<file path="src/rtl/serial_add_pkg.sv">
// Shared constants for the bit-serial adder: default operand width,
// FSM state encoding and counter sizing.
package serial_add_pkg;

    localparam int SA_DEF_WIDTH = 8;

    localparam logic [1:0] IDLE  = 2'd0;
    localparam logic [1:0] SHIFT = 2'd1;
    localparam logic [1:0] DONE  = 2'd2;

    // Bit counter must index 0..w-1; never narrower than one bit.
    function automatic int sa_cnt_width(input int w);
        if (w <= 2) begin
            return 1;
        end else begin
            return $clog2(w);
        end
    endfunction

    localparam int SA_DEF_CNT_W = sa_cnt_width(SA_DEF_WIDTH);

endpackage

</file>
<file path="src/rtl/serial_add_ctrl_half_adder.sv">
// Dataflow half adder; two of these form the full-add cell of the
// bit-serial adder.
module serial_add_ctrl_half_adder (
    input  logic i_x,
    input  logic i_y,
    output logic o_s,
    output logic o_c
);

    assign o_s = i_x ^ i_y;
    assign o_c = i_x & i_y;

endmodule

</file>
<file path="src/rtl/serial_add_ctrl.sv">
// Bit-serial adder controller: computes a + b + cin LSB first, one bit
// per clock, through a single shared full-add cell.
module serial_add_ctrl
    import serial_add_pkg::*;
#(
    parameter int WIDTH = SA_DEF_WIDTH
) (
    input  logic             clk,
    input  logic             rst,
    input  logic             start,
    input  logic [WIDTH-1:0] a,
    input  logic [WIDTH-1:0] b,
    input  logic             cin,
    output logic             busy,
    output logic             done,
    output logic [WIDTH-1:0] sum,
    output logic             cout
);

    localparam int CNT_W = sa_cnt_width(WIDTH);

    logic [1:0]       r_state;
    logic [1:0]       w_state_nxt;
    logic [WIDTH-1:0] r_a;
    logic [WIDTH-1:0] r_b;
    logic [WIDTH-1:0] r_sum;
    logic [CNT_W-1:0] r_cnt;
    logic             r_carry;
    logic             r_cout;
    logic             r_busy;
    logic             r_done;

    logic w_s1;
    logic w_c1;
    logic w_sum_bit;
    logic w_c2;
    logic w_carry_nxt;
    logic w_last;

    // Full-add cell: half adder on the operand bits, then on the carry.
    serial_add_ctrl_half_adder u_ha_ab (
        .i_x (r_a[0]),
        .i_y (r_b[0]),
        .o_s (w_s1),
        .o_c (w_c1)
    );

    serial_add_ctrl_half_adder u_ha_carry (
        .i_x (w_s1),
        .i_y (r_carry),
        .o_s (w_sum_bit),
        .o_c (w_c2)
    );

    assign w_carry_nxt = w_c1 | w_c2;
    assign w_last      = (r_cnt == CNT_W'(WIDTH - 1));

    // Next-state decode; start is only honoured from IDLE.
    always_comb begin
        w_state_nxt = r_state;
        case (r_state)
            IDLE: begin
                if (start) begin
                    w_state_nxt = SHIFT;
                end else begin
                    w_state_nxt = IDLE;
                end
            end
            SHIFT: begin
                if (w_last) begin
                    w_state_nxt = DONE;
                end else begin
                    w_state_nxt = SHIFT;
                end
            end
            DONE:    w_state_nxt = IDLE;
            default: w_state_nxt = IDLE;
        endcase
    end

    // State register with busy/done registered from the next state.
    always_ff @(posedge clk or posedge rst) begin
        if (rst) begin
            r_state <= IDLE;
            r_busy  <= 1'b0;
            r_done  <= 1'b0;
        end else begin
            r_state <= w_state_nxt;
            r_busy  <= (w_state_nxt != IDLE);
            r_done  <= (w_state_nxt == DONE);
        end
    end

    // Operand capture and per-bit shifting of operands, carry and counter.
    always_ff @(posedge clk or posedge rst) begin
        if (rst) begin
            r_a     <= {WIDTH{1'b0}};
            r_b     <= {WIDTH{1'b0}};
            r_carry <= 1'b0;
            r_cnt   <= {CNT_W{1'b0}};
        end else begin
            case (r_state)
                IDLE: begin
                    if (start) begin
                        r_a     <= a;
                        r_b     <= b;
                        r_carry <= cin;
                        r_cnt   <= {CNT_W{1'b0}};
                    end
                end
                SHIFT: begin
                    r_a     <= {1'b0, r_a[WIDTH-1:1]};
                    r_b     <= {1'b0, r_b[WIDTH-1:1]};
                    r_carry <= w_carry_nxt;
                    // Hold at the final index rather than wrapping.
                    if (!w_last) begin
                        r_cnt <= r_cnt + 1'b1;
                    end
                end
                default: begin
                end
            endcase
        end
    end

    // Result registers are written only from the datapath while shifting,
    // so they hold their final values through DONE and IDLE.
    always_ff @(posedge clk or posedge rst) begin
        if (rst) begin
            r_sum  <= {WIDTH{1'b0}};
            r_cout <= 1'b0;
        end else if (r_state == SHIFT) begin
            r_sum <= {w_sum_bit, r_sum[WIDTH-1:1]};
            if (w_last) begin
                r_cout <= w_carry_nxt;
            end
        end
    end

    assign busy = r_busy;
    assign done = r_done;
    assign sum  = r_sum;
    assign cout = r_cout;

endmodule

</file>
<file path="config.mk">
export PLATFORM = sky130hd
export DESIGN_NAME = serial_add_ctrl
export DESIGN_NICKNAME = d
export VERILOG_FILES = /design/src/rtl/serial_add_pkg.sv /design/src/rtl/serial_add_ctrl_half_adder.sv /design/src/rtl/serial_add_ctrl.sv
export SDC_FILE = /design/constraint.sdc
export NUM_CORES = 1
export LEC_CHECK = 0
export BUFFER_PORTS_ARGS = -buffer_cell sky130_fd_sc_hd__buf_2
export CORE_ASPECT_RATIO = 1.25
export CORE_MARGIN = 3
export CORE_UTILIZATION = 49
export CTS_BUF_LIST = sky130_fd_sc_hd__clkbuf_16
export CTS_CLUSTER_SIZE = 24
export DETAILED_ROUTE_END_ITERATION = 6
export PLACE_DENSITY = 0.85
export RECOVER_POWER = 25
export SKIP_LAST_GASP = 1
export SYNTH_ARGS = -nofsm -noshare
export SYNTH_HDL_FRONTEND = slang
export SYNTH_SLANG_ARGS = --single-unit
</file>
<file path="constraint.sdc">
create_clock -name clk -period 2 [get_ports clk]
set_clock_uncertainty 0.2 [all_clocks]
set_input_delay 0.1 -clock clk [delete_from_list [all_inputs] [get_ports clk]]
set_output_delay 0.1 -clock clk [all_outputs]
set_load 0.02 [all_outputs]
</file>
==> run_results.csv, run 1 <==
group,metric,value,unit
power_and_ir_drop,peakVddDrop,1.09,mV
grt,total_global_routing_track_utilization,0.218,
finish,antennaDiodeCount,0,
clocking,cts-root-buf,"clkbuf_16",
synth,post_synth.cell_area_avg,10.4,sq um
clocking,clk_pin_slew_worst_paths,50,ps
clocking,clock_sinks,33,
detailed_routing,number_of_iterations_in_the_first_detailed_routing_pass,4,
detailed_routing,post_drt_via_cell_ratio,5.71,
critical_path,setup.worst_path.end_class,"flop",
detailed_routing,route.antenna.remaining_nets,0,
detailed_routing,via_count,1273,
timing,timing.max_slew.rel_slack,0.481,
synth,synth.yosys.seq_area_share,0.566,
critical_path,max_stage_delay,400,ps
grt,grt_antenna_before_repair,0,
detailed_routing,route.detailed.wl_per_inst,15.4,um
synth,yosysMostFrequentCell,"dfrtp_1",
timing,hold_viol_final,0,
floorplanning,core_area,0.00276,sq mm
placed_design,place.detailed.instances,200,
synth,fraction_of_synthesized_cell_area_taken_by_the_top_area_cell_type,0.566,
finish,post_layout_nonfiller_instances,223,
floorplanning,boundaryPins,31,
clocking,tritoncts.num_buffers,5,
grt,global_route.usage.met2,0.336,
placed_design,place_hpwl,2200,um
detailed_routing,wirelength,3420,um
floorplanning,die_y,67.0,um
power_and_ir_drop,power_per_cell_area,1580,mW/mm^2
timing,finalCritPeriodShare,0.816,
worst_hold_path,holdCritPathClass,"input port to flop",
synth,yosys_register_bits,33,
critical_path,critPathTopFamily,"adder cells",
finish,syn2layout_area_growth,31.5,%
synth,synth_async_sr_flop_share,1.00,
synth,syn_area,0.00146,sq mm
synth,postSynth.topFlopCell,"dfrtp_1",
detailed_routing,first_iter_violations,66,
grt,grt_max_degree,34,
detailed_routing,residual_drc,0,
critical_path,cpMostUsedCell,"ha_1",
timing,timing.setup.tns,0,ps
clocking,tritoncts,"built",
clocking,clock_path_buffers,2,
finish,final_nets,211,
synth,synth.largest_area_cell,"dfrtp_1",
floorplanning,floorplan.initialDensity,0.529,
grt,grt-ovfl-total,0,
synth,netlist_instances,141,
timing,unrepaired_setup_endpoints_after_global_routing,"false",
synth,syn-num-nets,164,
clocking,ctsHtreeMaxLevel,2,
power_and_ir_drop,p_leak,0.932,nW
critical_path,cp.buffers_inverters,0,
critical_path,cp_data_required_time,1960,ps
placed_design,gp_congestion,0.763,
grt,grt.busiest_layer,"met2",
critical_path,critical_path.slowest_cell,"dfrtp_1",
placed_design,port_buffers,30,
clocking,cts_setup_buffers,0,
timing,period_needed,1630,ps
synth,synth_enable_flop_cells,0,
critical_path,crit_arrival,1590,ps
synth,synth_top_cells_by_count,"dfrtp_1, nand2_1, o22ai_1, a21oi_1, buf_2",
floorplanning,site_rows,21,
clocking,insertion_delay,280,ps
grt,grt.met3_usage,0.0828,
timing,worstMarginPinSlew,779,ps
finish,share_of_cells_above_drive_strength_1,0.265,
timing,report.final.setup_viol,0,
critical_path,maximum_net_fanout_on_the_critical_path,7,
synth,count_of_synthesis_stage_warnings_from_yosys,0,
timing,achievable-frequency,612,MHz
finish,layout.cell_area.non_filler,0.00192,sq mm
critical_path,timing.critical_path.from_type,"flop",
timing,slew_violations,0,
finish,postLayoutCoreUtil,0.696,
critical_path,timing.setup.critical_path_class,"flop to flop",
synth,synthDistinctLibCells,30,
synth,synth_area_leaders,"dfrtp_1, nand2_1, o22ai_1",
floorplanning,floorplan.die_area,0.00367,sq mm
grt,grtUsageMet1,0.266,
outcome,run_status,"complete, no violations",
placed_design,dpl_worst_slack,364,ps
clocking,hold_buffers,15,
placed_design,postPlaceCellArea,0.00163,sq mm
job,cap_viol_max_count,0,
timing,worst_slack,367,ps
grt,grt_first_pass_wirelength,5570,um
floorplanning,die-width,54.8,um
critical_path,crit_path_cell_trace,"ha_1, ha_1, and2_4, mux2_4",
clocking,cts_resized,0,
grt,first_global_vias,1215,
finish,fill_cells,191,
## cells in the final DEF, fill, tap and decap left out, types with 2 or more instances in the layout
master / Yosys / routed
dfrtp_1: 33 / 33
nand2_1: 31 / 31
buf_2: 6 / 30
o22ai_1: 16 / 16
dlygate4sd3_1: 0 / 15
a21oi_1: 7 / 7
inv_1: 5 / 6
clkbuf_16: 0 / 5
nand2b_1: 4 / 4
a2bb2oi_1: 4 / 4
inv_2: 3 / 3
nand3b_1: 3 / 3
o221a_2: 3 / 3
nand3_1: 3 / 3
buf_4: 2 / 3
nor2_1: 2 / 2
o211ai_1: 2 / 2
a22oi_1: 2 / 2
ha_1: 2 / 2
clkinv_2: 0 / 2
## power breakdown
group	internal, W	switching [W]
clock	0.000451	0.000264
combinational	0.000494	0.000618
sequential	0.000962	0.000238
total	0.00191	0.00112
## state kept, by name (all words and copies together) (netlist names)
name and flops:
r_a 8, r_state 2, r_cnt 3, cout 1, done 1, r_carry 1, busy 1, r_b 8
sum 8
## cell families (layout without fill, tap and decap cells)
group / count (synthesis) / in the layout / synth area share
AND/OR/NAND/NOR: 47 / 47 / 0.147
AO/OA/AOI/OAI: 40 / 40 / 0.192
flip-flops: 33 / 33 / 0.566
buffers and inverters: 17 / 65 / 0.0540
adder cells (fa/ha/maj): 3 / 3 / 0.0308
multiplexers: 1 / 1 / 0.0103
## path summary, 6_finish.rpt
path                          start  endpoint  slack, ps  depth (start not counted)
max in group asynchronous       rst    r_a[3]        710                          4
min                            b[5]    r_b[5]          4                          3
min reg2reg                  sum[0]    sum[0]        280                          2
min in group asynchronous       rst    sum[7]        390                          4
max                        r_cnt[0]      cout        370                          4
max reg2reg                r_cnt[0]      cout        370                          4
## per-layer routing
| metal | wire length (um) | vias up |
|---|---|---|
| li1 | - | 588 |
| met1 | 1400 | 626 |
| met2 | 1690 | 51 |
| met3 | 253 | 8 |
| met4 | 76 | 0 |
| met5 | 0 | - |
## through the flow
step | hold slack, ps | power [W]
2_1_floorplan | 28.9 | 0.00197
3_3_place_gp | -4.86 | 0.00220
3_5_place_dp | 10.3 | 0.00228
4_1_cts | 4.86 | 0.00303
5_1_grt | 18.3 | 0.00323
6_report | 4.50 | 0.00303
## layout make-up
type,instances,area [sq um],share of cell area
clock buffers,5,125,0.0651
repair buffers,49,328,0.171
flip-flops and latches,33,826,0.430
inverters,8,30.0,0.0156
clock inverters,3,13.8,0.00717
well taps,34,42.5,0.0221
multi-input cells,91,556,0.289
## worst reg2reg max path, stage by stage, from the launching register on
cell and delay, ps:
dfrtp_1 400, ha_1 210, ha_1 250, and2_4 170, mux2_4 290
(Power assumes the default switching activity.)
==> run 2: changes to the inputs <==
--- a/config.mk
+++ b/config.mk
@@ -8,11 +8,11 @@
 export BUFFER_PORTS_ARGS = -buffer_cell sky130_fd_sc_hd__buf_2
 export CORE_ASPECT_RATIO = 1.25
 export CORE_MARGIN = 3
-export CORE_UTILIZATION = 49
+export CORE_UTILIZATION = 48
 export CTS_BUF_LIST = sky130_fd_sc_hd__clkbuf_16
 export CTS_CLUSTER_SIZE = 24
 export DETAILED_ROUTE_END_ITERATION = 6
-export PLACE_DENSITY = 0.85
+export PLACE_DENSITY = 0.86
 export RECOVER_POWER = 25
 export SKIP_LAST_GASP = 1
 export SYNTH_ARGS = -nofsm -noshare
==> constraint.sdc (replaced) <==
create_clock -name clk -period 1.4 [get_ports clk]
set_clock_uncertainty 0.2 [all_clocks]
set_input_delay 0.07 -clock clk [delete_from_list [all_inputs] [get_ports clk]]
set_output_delay 0.07 -clock clk [all_outputs]
set_load 0.02 [all_outputs]
==> run 2 against run 1 <==
Against the previous run:
- the run now ends with setup timing left
- non-clock buffer count up 17
- fmax up 9.9%
- sequential power up 43%
- total power up 56%
- die area up 1.9%
- clock-buffer cell count unchanged
- flip-flop and latch count unchanged
- design area up 12%
- register-to-register slack worse by 450 ps
- first-iteration DRC count up 26%
- largest cell class unchanged
- largest power group is now combinational cells
==> run_results.csv, run 2 (synthesis results as in run 1) <==
group,metric,value,unit
timing,worst_slack,-85.7,ps
grt,first_global_vias,1434,
grt,grt_max_degree,34,
worst_hold_path,holdCritPathClass,"input port to flop",
detailed_routing,first_iter_violations,83,
finish,layout_common_cells,"nand2_1, dfrtp_1, buf_2",
timing,report.final.setup_viol,5,
floorplanning,die-width,55.3,um
timing,timing.max_slew.rel_slack,0.525,
clocking,tritoncts,"built",
outcome,failed_checks,"setup timing",
placed_design,place_hpwl,2200,um
detailed_routing,residual_drc,0,
floorplanning,boundaryPins,31,
critical_path,critPathCapture,"cout",
clocking,cts-root-buf,"clkbuf_16",
timing,worstMarginPinSlew,712,ps
critical_path,worst-r2r-setup-slack,-90,ps
grt,total_global_routing_track_utilization,0.219,
critical_path,cp_data_required_time,1360,ps
critical_path,r2r_end,"cout",
outcome,run_status,"finished with violations",
critical_path,cp-startpoint,"r_cnt[1]",
power_and_ir_drop,power_per_cell_area,2200,mW/mm^2
floorplanning,floorplan.die_area,0.00374,sq mm
clocking,tritoncts.num_buffers,5,
job,cap_viol_max_count,0,
finish,final_nets,228,
floorplanning,die_y,67.7,um
finish,postLayoutCoreUtil,0.770,
power_and_ir_drop,p_leak,1.02,nW
timing,period_needed,1490,ps
clocking,clock_path_buffers,2,
grt,grt_first_pass_wirelength,6290,um
critical_path,timing.critical_path.from_type,"flop",
detailed_routing,number_of_iterations_in_the_first_detailed_routing_pass,4,
timing,achievable-frequency,673,MHz
floorplanning,floorplan.initialDensity,0.524,
critical_path,reg2reg_depth,4,
timing,timing.setup.tns,-166,ps
finish,fill_cells,170,
finish,antennaDiodeCount,0,
clocking,clock_sinks,33,
clocking,insertion_delay,280,ps
clocking,clk_pin_slew_worst_paths,50,ps
detailed_routing,route.antenna.remaining_nets,0,
floorplanning,site_rows,21,
grt,grt-ovfl-total,0,
timing,slew_violations,0,
detailed_routing,via_count,1382,
finish,share_of_cells_above_drive_strength_1,0.385,
placed_design,port_buffers,30,
placed_design,gp_congestion,0.828,
power_and_ir_drop,peakVddDrop,1.63,mV
timing,unrepaired_setup_endpoints_after_global_routing,"true",
timing,hold_viol_final,0,
clocking,ctsHtreeMaxLevel,2,
detailed_routing,route.detailed.wl_per_inst,17.6,um
floorplanning,core_area,0.00279,sq mm
critical_path,maximum_net_fanout_on_the_critical_path,6,
detailed_routing,wirelength,4210,um
timing,finalCritPeriodShare,1.06,
critical_path,setup.worst_path.end_class,"flop",
critical_path,crit-reg2reg-launch,"r_cnt[1]",
critical_path,crit_arrival,1440,ps
detailed_routing,post_drt_via_cell_ratio,5.78,
grt,grt_antenna_before_repair,0,
critical_path,timing.setup.critical_path_class,"flop to flop",
finish,syn2layout_area_growth,46.9,%
[run 2: worst min path at each step]
stage | startpoint | end | slack (ps) | cells past startpoint
final | start | r_a[7] | 120 | 4
after global routing | start | r_a[7] | 150 | 3
after CTS | start | r_a[7] | 60 | 4
after detailed placement | rst | sum[1] | -20 | 3
after global placement | rst | r_a[6] | -30 | 3
after floorplan | rst | busy | -1 | 1
[run 2: area by class of cell]
cell class / instances / area, sq um / share of cell area
Sequential cell: 33 / 828 / 0.386
Timing Repair Buffer: 66 / 467 / 0.218
Tap cell: 34 / 42.5 / 0.0198
Clock buffer: 5 / 125 / 0.0583
Multi-Input combinational cell: 91 / 639 / 0.298
Clock inverter: 2 / 7.51 / 0.00350
Inverter: 8 / 35.0 / 0.0163
[run 2: metal layers]
metal | global-route usage | up-vias | wire, um
met5 | 0 | - | 0
met4 | 0.164 | 0 | 227
met3 | 0.0612 | 25 | 279
met2 | 0.359 | 72 | 2140
met1 | 0.245 | 661 | 1560
li1 | - | 624 | -
[run 2: what timing repair did]
item                                   CTS  global route
gates cloned                             0             0
pin swaps                                3             3
endpoints found under the hold margin   50             0
hold buffers                            18             0
resized for setup                        4            18
buffers inserted                         3             3
setup endpoints to repair               22            30
[run 2: power breakdown]
part / internal [W] / switching (W)
Sequential: 0.00138 / 0.000328
Clock: 0.000634 / 0.000365
Combinational: 0.000946 / 0.00108
Total: 0.00296 / 0.00177
[run 2: worst max-delay path, cell delays in order, from the launching register on]
cell,delay [ps]
dfrtp_1,380
ha_2,200
ha_4,170
and2_4,140
mux2_4,280
[run 2: per-stage QoR]
step	cells	worst slack (ps)	cell area (sq um)	hold WS, ps	total power (W)
4_1_cts	236	-84.1	2050	58.7	0.00449
2_1_floorplan	141	-75.2	1480	-1.10	0.00285
3_3_place_gp	208	-62.0	1710	-34.9	0.00329
3_5_place_dp	208	-94.8	1710	-19.3	0.00340
5_1_grt	239	-115	2140	148	0.00501
6_report	239	-85.7	2140	116	0.00473
